### src/rtl/mem_access_unit.sv
// MEM-stage bridge: turns pipeline load/store requests into req/ack bus transactions.
// Optional bus watchdog enabled by defining MEM_TIMEOUT_EN.
module mem_access_unit #(
    parameter int unsigned TIMEOUT_CYCLES = 256,
    parameter int unsigned TO_CNT_W       = 9
) (
    input  logic        clk,
    input  logic        rst,
    input  logic        mem_ren,
    input  logic        mem_wen,
    input  logic [31:0] mem_addr,
    input  logic [31:0] mem_dout,
    output logic [31:0] mem_din,
    output logic        mem_stall,
    output logic        mem_err,
    output logic        bus_req,
    output logic        bus_we,
    output logic [31:0] bus_addr,
    output logic [31:0] bus_wdata,
    input  logic [31:0] bus_rdata,
    input  logic        bus_ack
);

    typedef enum logic [1:0] {
        IDLE = 2'd0,
        BUSY = 2'd1,
        DONE = 2'd2
    } state_t;

    function automatic logic is_misaligned(input logic [1:0] lsb);
        return (lsb != 2'b00);
    endfunction

    if ((TO_CNT_W < 32'd1) || (TO_CNT_W > 32'd31) || (TIMEOUT_CYCLES < 32'd1) ||
        (TIMEOUT_CYCLES >= (32'd1 << TO_CNT_W))) begin : g_cfg_check
        $error("mem_access_unit: TO_CNT_W cannot hold TIMEOUT_CYCLES");
    end

    state_t      state_r;
    state_t      state_s;
    logic        access_s;
    logic        mem_stall_s;
    logic [31:0] mem_din_r;
    logic [31:0] mem_din_s;
    logic        mem_err_r;
    logic        mem_err_s;
    logic        bus_req_r;
    logic        bus_req_s;
    logic        bus_we_r;
    logic        bus_we_s;
    logic [31:0] bus_addr_r;
    logic [31:0] bus_addr_s;
    logic [31:0] bus_wdata_r;
    logic [31:0] bus_wdata_s;
`ifdef MEM_TIMEOUT_EN
    logic [TO_CNT_W-1:0] to_cnt_r;
    logic [TO_CNT_W-1:0] to_cnt_s;
`endif

    assign access_s = mem_ren | mem_wen;

    // Next-state, stall and next register values for the access sequencer.
    always_comb begin
        state_s     = state_r;
        mem_stall_s = 1'b0;
        mem_din_s   = mem_din_r;
        mem_err_s   = 1'b0;
        bus_req_s   = bus_req_r;
        bus_we_s    = bus_we_r;
        bus_addr_s  = bus_addr_r;
        bus_wdata_s = bus_wdata_r;
`ifdef MEM_TIMEOUT_EN
        to_cnt_s    = to_cnt_r;
`endif
        case (state_r)
            IDLE: begin
                if (access_s) begin
                    mem_stall_s = 1'b1;
                    if (is_misaligned(mem_addr[1:0])) begin
                        // Error path skips the bus entirely; mem_err marks the DONE cycle.
                        state_s   = DONE;
                        mem_err_s = 1'b1;
                    end else begin
                        state_s     = BUSY;
                        bus_req_s   = 1'b1;
                        bus_we_s    = mem_wen;
                        bus_addr_s  = {mem_addr[31:2], 2'b00};
                        bus_wdata_s = mem_dout;
`ifdef MEM_TIMEOUT_EN
                        to_cnt_s    = {TO_CNT_W{1'b0}};
`endif
                    end
                end else begin
                    state_s = IDLE;
                end
            end
            BUSY: begin
                mem_stall_s = 1'b1;
                if (bus_ack) begin
                    bus_req_s = 1'b0;
                    state_s   = DONE;
                    if (!bus_we_r) begin
                        mem_din_s = bus_rdata;
                    end else begin
                        mem_din_s = mem_din_r;
                    end
                end else begin
`ifdef MEM_TIMEOUT_EN
                    if (to_cnt_r == TO_CNT_W'(TIMEOUT_CYCLES - 32'd1)) begin
                        bus_req_s = 1'b0;
                        mem_err_s = 1'b1;
                        state_s   = DONE;
                    end else begin
                        to_cnt_s = to_cnt_r + {{(TO_CNT_W-1){1'b0}}, 1'b1};
                    end
`else
                    state_s = BUSY;
`endif
                end
            end
            DONE: begin
                // Always return to IDLE so a held MEM-stage request is never reissued.
                state_s = IDLE;
            end
            default: begin
                state_s = IDLE;
            end
        endcase
    end

    // State register.
    always_ff @(posedge clk) begin
        if (rst) begin
            state_r <= IDLE;
        end else begin
            state_r <= state_s;
        end
    end

    // Datapath and bus output registers.
    always_ff @(posedge clk) begin
        if (rst) begin
            mem_din_r   <= 32'h0000_0000;
            mem_err_r   <= 1'b0;
            bus_req_r   <= 1'b0;
            bus_we_r    <= 1'b0;
            bus_addr_r  <= 32'h0000_0000;
            bus_wdata_r <= 32'h0000_0000;
`ifdef MEM_TIMEOUT_EN
            to_cnt_r    <= {TO_CNT_W{1'b0}};
`endif
        end else begin
            mem_din_r   <= mem_din_s;
            mem_err_r   <= mem_err_s;
            bus_req_r   <= bus_req_s;
            bus_we_r    <= bus_we_s;
            bus_addr_r  <= bus_addr_s;
            bus_wdata_r <= bus_wdata_s;
`ifdef MEM_TIMEOUT_EN
            to_cnt_r    <= to_cnt_s;
`endif
        end
    end

    assign mem_din   = mem_din_r;
    assign mem_stall = mem_stall_s;
    assign mem_err   = mem_err_r;
    assign bus_req   = bus_req_r;
    assign bus_we    = bus_we_r;
    assign bus_addr  = bus_addr_r;
    assign bus_wdata = bus_wdata_r;

endmodule
### config.mk
export PLATFORM = sky130hd
export DESIGN_NAME = mem_access_unit
export DESIGN_NICKNAME = d
export VERILOG_FILES = /design/src/rtl/mem_access_unit.sv
export SDC_FILE = /design/constraint.sdc
export NUM_CORES = 1
export LEC_CHECK = 0
export BUFFER_PORTS_ARGS = -buffer_cell sky130_fd_sc_hd__buf_2
export CAP_MARGIN = 30
export CORE_ASPECT_RATIO = 0.7
export CORE_MARGIN = 2
export CORE_UTILIZATION = 40
export CTS_BUF_LIST = sky130_fd_sc_hd__clkbuf_8
export CTS_CLUSTER_DIAMETER = 60
export CTS_CLUSTER_SIZE = 40
export DETAILED_ROUTE_END_ITERATION = 8
export PLACE_DENSITY_LB_ADDON = 0.05
export SLEW_MARGIN = 10
export SYNTH_ARGS = -nofsm -noshare
export SYNTH_HDL_FRONTEND = slang
export SYNTH_SLANG_ARGS = --single-unit
### constraint.sdc
create_clock -name clk -period 1.5 [get_ports clk]
set_input_delay 0.15 -clock clk [delete_from_list [all_inputs] [get_ports clk]]
set_output_delay 0.15 -clock clk [all_outputs]
set_load 0.005 [all_outputs]
; ---- Word-level counts from Yosys, hierarchy flattened
; Cells that the tools add are included.
; Widths: inputs -> output; s select.
[classes]
n_mul = 0
eq_ne = 4
magnitude_cmp = 0
n_reduce_logical = 7
div_mod_pow = 0
n_bitwise = 5
add_sub_neg = 0
shift = 0
mux = 11
[op_table]
columns = operator, n
row1 = $mux 2, 3
row2 = $ne 2x2->1 const B, 3
row3 = $reduce_and 3->1, 2
row4 = $mux 1, 5
row5 = $not 1->1, 4
row6 = $pmux 1 s2, 2
row7 = $pmux 2 s2, 1
row8 = $reduce_and 4->1, 1
row9 = $reduce_bool 2->1, 2
row10 = $reduce_or 3->1, 1
row11 = $eq 2x1->1 const B, 1
row12 = $logic_not 2->1, 1
row13 = $or 1x1->1, 1
[totals]
output_inout_bits = 100
word_cells = 34
ramBits = 0
inputBits = 101
regBits = 99
latch_bits = 0
n_memories = 0
rom_bits = 0

; ---- Depth between registers and ports, before layout
[logic_depth]
word_depth = 4
depth_mapped = 6
depth_no_buf = 3

; ---- Least setup slack after synthesis
; OpenSTA, ideal clock, no wires.
[synth_path]
kind = register to register
start = register state_r[1]
end = register bus_addr_r[24], in the netlist bus_addr[24]
setup_ps = 132
n_path_buf = 3
required_time_ps = 1368
synth_period_minus_slack_ps = 1513
arrival_ps = 1381
setup_slack_ps = -13
stages_incl_launch_ff = 7
path_cell_list = dfxtp_1 > buf_6 > or4_4 > buf_6 > buf_6 > o21ai_1 > a21oi_1
[synth_via]
elab_chain_len = 2
[synth_rtl]
columns = element, line_no
row1 = "start, declared", 39  ; state_t state_r;
row2 = "start signal, assigned", 136  ; state_r <= state_s;
row3 = $logic_not 2->1, 75  ; case (state_r)
row4 = $reduce_and 3->1 (no line), -
row5 = "end signal, assigned", 157  ; bus_addr_r <= bus_addr_s;
row6 = "end, declared", 51  ; logic [31:0] bus_addr_r;
; Every way passes these cells.
; A chain may end at the register's enable or synchronous reset.

; ---- Worst setup path in the final report
[layout_path]
start = register state_r[0]
end = register bus_wdata_r[6], in the netlist bus_wdata[6]
[layout_via]
elab_chain_len = 2
[layout_rtl]
columns = element, line_no
row1 = $logic_not 2->1, 75
row2 = $reduce_and 3->1 (no line), -
row3 = "end signal, assigned", 158  ; bus_wdata_r <= bus_wdata_s;
row4 = "end, declared", 53  ; logic [31:0] bus_wdata_r;
; Every way passes these cells.

==> impl_metrics.ini <==
[run_status]
status = finished, final reports clean

[critical_path]
cp_data_arrival_time_ns = 1.69
cpMaxStageDelayCell = or4_4
required_ns = 1.74
crit_chain = or4_4 > buf_12 > o21ai_1 > a21oi_1
critPathMaxFanout = 26
max_stage_delay_ns = 0.57
rrSetupSlack_ns = 0.05
critPathBufInv = 1
rr_startpoint = state_r[0]
cp_top_family = simple AND/OR/NAND/NOR gates
reg2reg_depth = 4
rr_endpoint = bus_wdata[6]
critPathKind = reg2reg
end_kind = flop
worst_setup_path_start_kind = flop

[yosys]
yosys_warnings = 0
synth_async_sr_flop_share = 0
ys_types = 25
ys_seq_area_frac = 0.5040
synthCells = 452
synth_edf_count = 0
synth_top_flop_cell = dfxtp_1
yosys-top-cells-area = dfxtp_1 50%, a21oi_1 12%, nand3b_1 12%
synth_top_cell_area_share = 0.5040
synth_top_area_cell = dfxtp_1
ys_seq_elements = 99
syn_area_um2 = 3933
syn_area_per_cell_um2 = 8.700

[global_route]
grt_use_total = 0.1905
gr-total-overflow = 0
grt_max_degree = 81
grt_pass1_wl_um = 16120
antenna_found_initial = 0
grt_pass1_vias = 3438

[final_layout]
n_fill_cell = 938
drive_gt1_frac = 0.3726
syn2layout_area_growth_pct = 35.35
fin_nets = 732
diodes = 0

[worst_hold_path]
hold_start = bus_rdata[19]
whs_endpoint = mem_din[19]
hold_depth = 3
hp-class = in2reg

[clock_tree]
insertion_delay_ns = 0.35
numCtsBuffers = 9
cts_buffer_depth = 2
clock-sinks = 99
root_buffer = clkbuf_8
cts_htree_levels = 3
cts_tree = built
clk_pin_slew_ns = 0.09

[routing]
vias_per_cell = 4.978
num_vias = 3803
routed_wl_um = 10560
ant_nets = 0
wl_per_cell_um = 13.82
drt-pass1-iter-count = 4
drc = 0
drt_iter0_markers = 178

[power_and_ir_drop]
ir_drop_v = 0.0006382
p_leak_nw = 2.295
power-per-cell-area_nw_per_um2 = 1027

[placement]
gp_congestion = 0.7149
portBuffers = 198
hpwl_um = 7244

[floorplan]
std_cell_rows = 30
ioPinCount = 201
dieArea_um2 = 10650
coreArea_um2 = 9609
dieWidth_um = 122.5
dieHeight_um = 86.96
start_util = 0.4092

[sta]
fmax_ghz = 0.6893
hold_viol = 0
setup_viol = 0
setup_tns_ns = 0
period_share = 0.9671
rsz0062_at_grt = false
period_needed_ns = 1.451
worst_hold_slack_ns = 0.02219
fin_worst_skew_ns = 0.003188
slew_violations = 0

[flow_run]
max_cap_violations = 0
synthesized netlist by cell type, drive strengths merged (2+ instances only):
cell type,number
dfxtp,99
a21oi,95
nand2,66
o21ai,63
nand3b,62
clkbuf,26
buf,22
nor2,5
inv,2
nor3,2
worst max path at each step:
stage | from | to | slack (ns) | cells past startpoint
finish | state_r[0] | bus_wdata[6] | 0.05 | 4
global placement | state_r[0] | bus_req | 0.1 | 4
floorplan | state_r[0] | bus_addr[24] | 0.05 | 5
detailed placement | state_r[0] | bus_wdata[6] | 0.05 | 4
CTS | state_r[0] | bus_wdata[31] | 0.04 | 4
global route | state_r[0] | bus_wdata[20] | 0.004 | 4
power by group:
part	total, W	internal (W)	switching [W]
logic	0.000673	0.000330	0.000342
registers	0.00277	0.00272	0.0000462
clock network	0.00202	0.00114	0.000883
total	0.00546	0.00419	0.00127
layout by cell type (no fill, tap or decap), drive strengths merged, types with 2 or more instances in the layout:
cell / n
dfxtp: 99
bufinv: 3
a21oi: 95
clkbuf: 10
o21ai: 63
nand3b: 62
nand2: 66
inv: 4
nor2: 5
nor3: 2
conb: 2
buf: 212
dlygate4sd3: 3
cell type report:
class / instances / area [um^2] / share of cell area
flip-flops and latches: 99 / 1982 / 0.3724
multi-input cells: 304 / 1664 / 0.3126
repair buffers: 215 / 1266 / 0.2379
well taps: 128 / 160.2 / 0.03009
clock buffers: 10 / 137.6 / 0.02586
clock inverters: 6 / 105.1 / 0.01975
inverters: 2 / 7.507 / 0.001410
cells by family after synthesis:
| family | after synthesis | synth area share |
|---|---|---|
| compound gates | 161 | 0.2116 |
| buf+inv | 50 | 0.07731 |
| flops | 99 | 0.5040 |
| other cells | 1 | 0.0009536 |
| simple gates | 141 | 0.2062 |
flip-flops by register name, summed over array words and instances, names as in the netlist:
signal	cells
bus_addr	30
bus_req	1
bus_wdata	32
mem_din	32
bus_we	1
mem_err	1
state_r	2
layer usage:
| metal | wire length [um] | up-vias | track usage | part of all wire |
|---|---|---|---|---|
| met1 | 4614 | 1757 | 0.2367 | 0.44 |
| met4 | 104 | 0 | 0.05434 | 0.0098 |
| met5 | 0 | - | 0 | 0 |
| li1 | - | 1912 | - | - |
| met2 | 4899 | 125 | 0.3076 | 0.46 |
| met3 | 943 | 9 | 0.07526 | 0.089 |
through the flow:
stage | cells | util | instance area, um^2 | setup slack, ns | total power, W
after CTS | 763 | 0.5522 | 5306 | 0.04032 | 0.005544
final | 764 | 0.5539 | 5323 | 0.04930 | 0.005464
after global routing | 764 | 0.5539 | 5323 | 0.003585 | 0.005746
after detailed placement | 745 | 0.5249 | 5044 | 0.05333 | 0.003497
after global placement | 745 | 0.5249 | 5044 | 0.09793 | 0.003482
after floorplan | 453 | - | 3936 | 0.04799 | 0.003182
repair_timing:
action,CTS,global route
endpoints found under the setup margin,0,18
hold endpoints to repair,2,1
gates resized for setup,0,4
hold buffers,2,1
setup buffers,0,0
worst min-delay path, stage by stage:
cell,delay (ns)
buf_2,0.09
nand2_1,0.05
a21oi_1,0.05
Note: power is estimated with default switching activity, not from simulation.
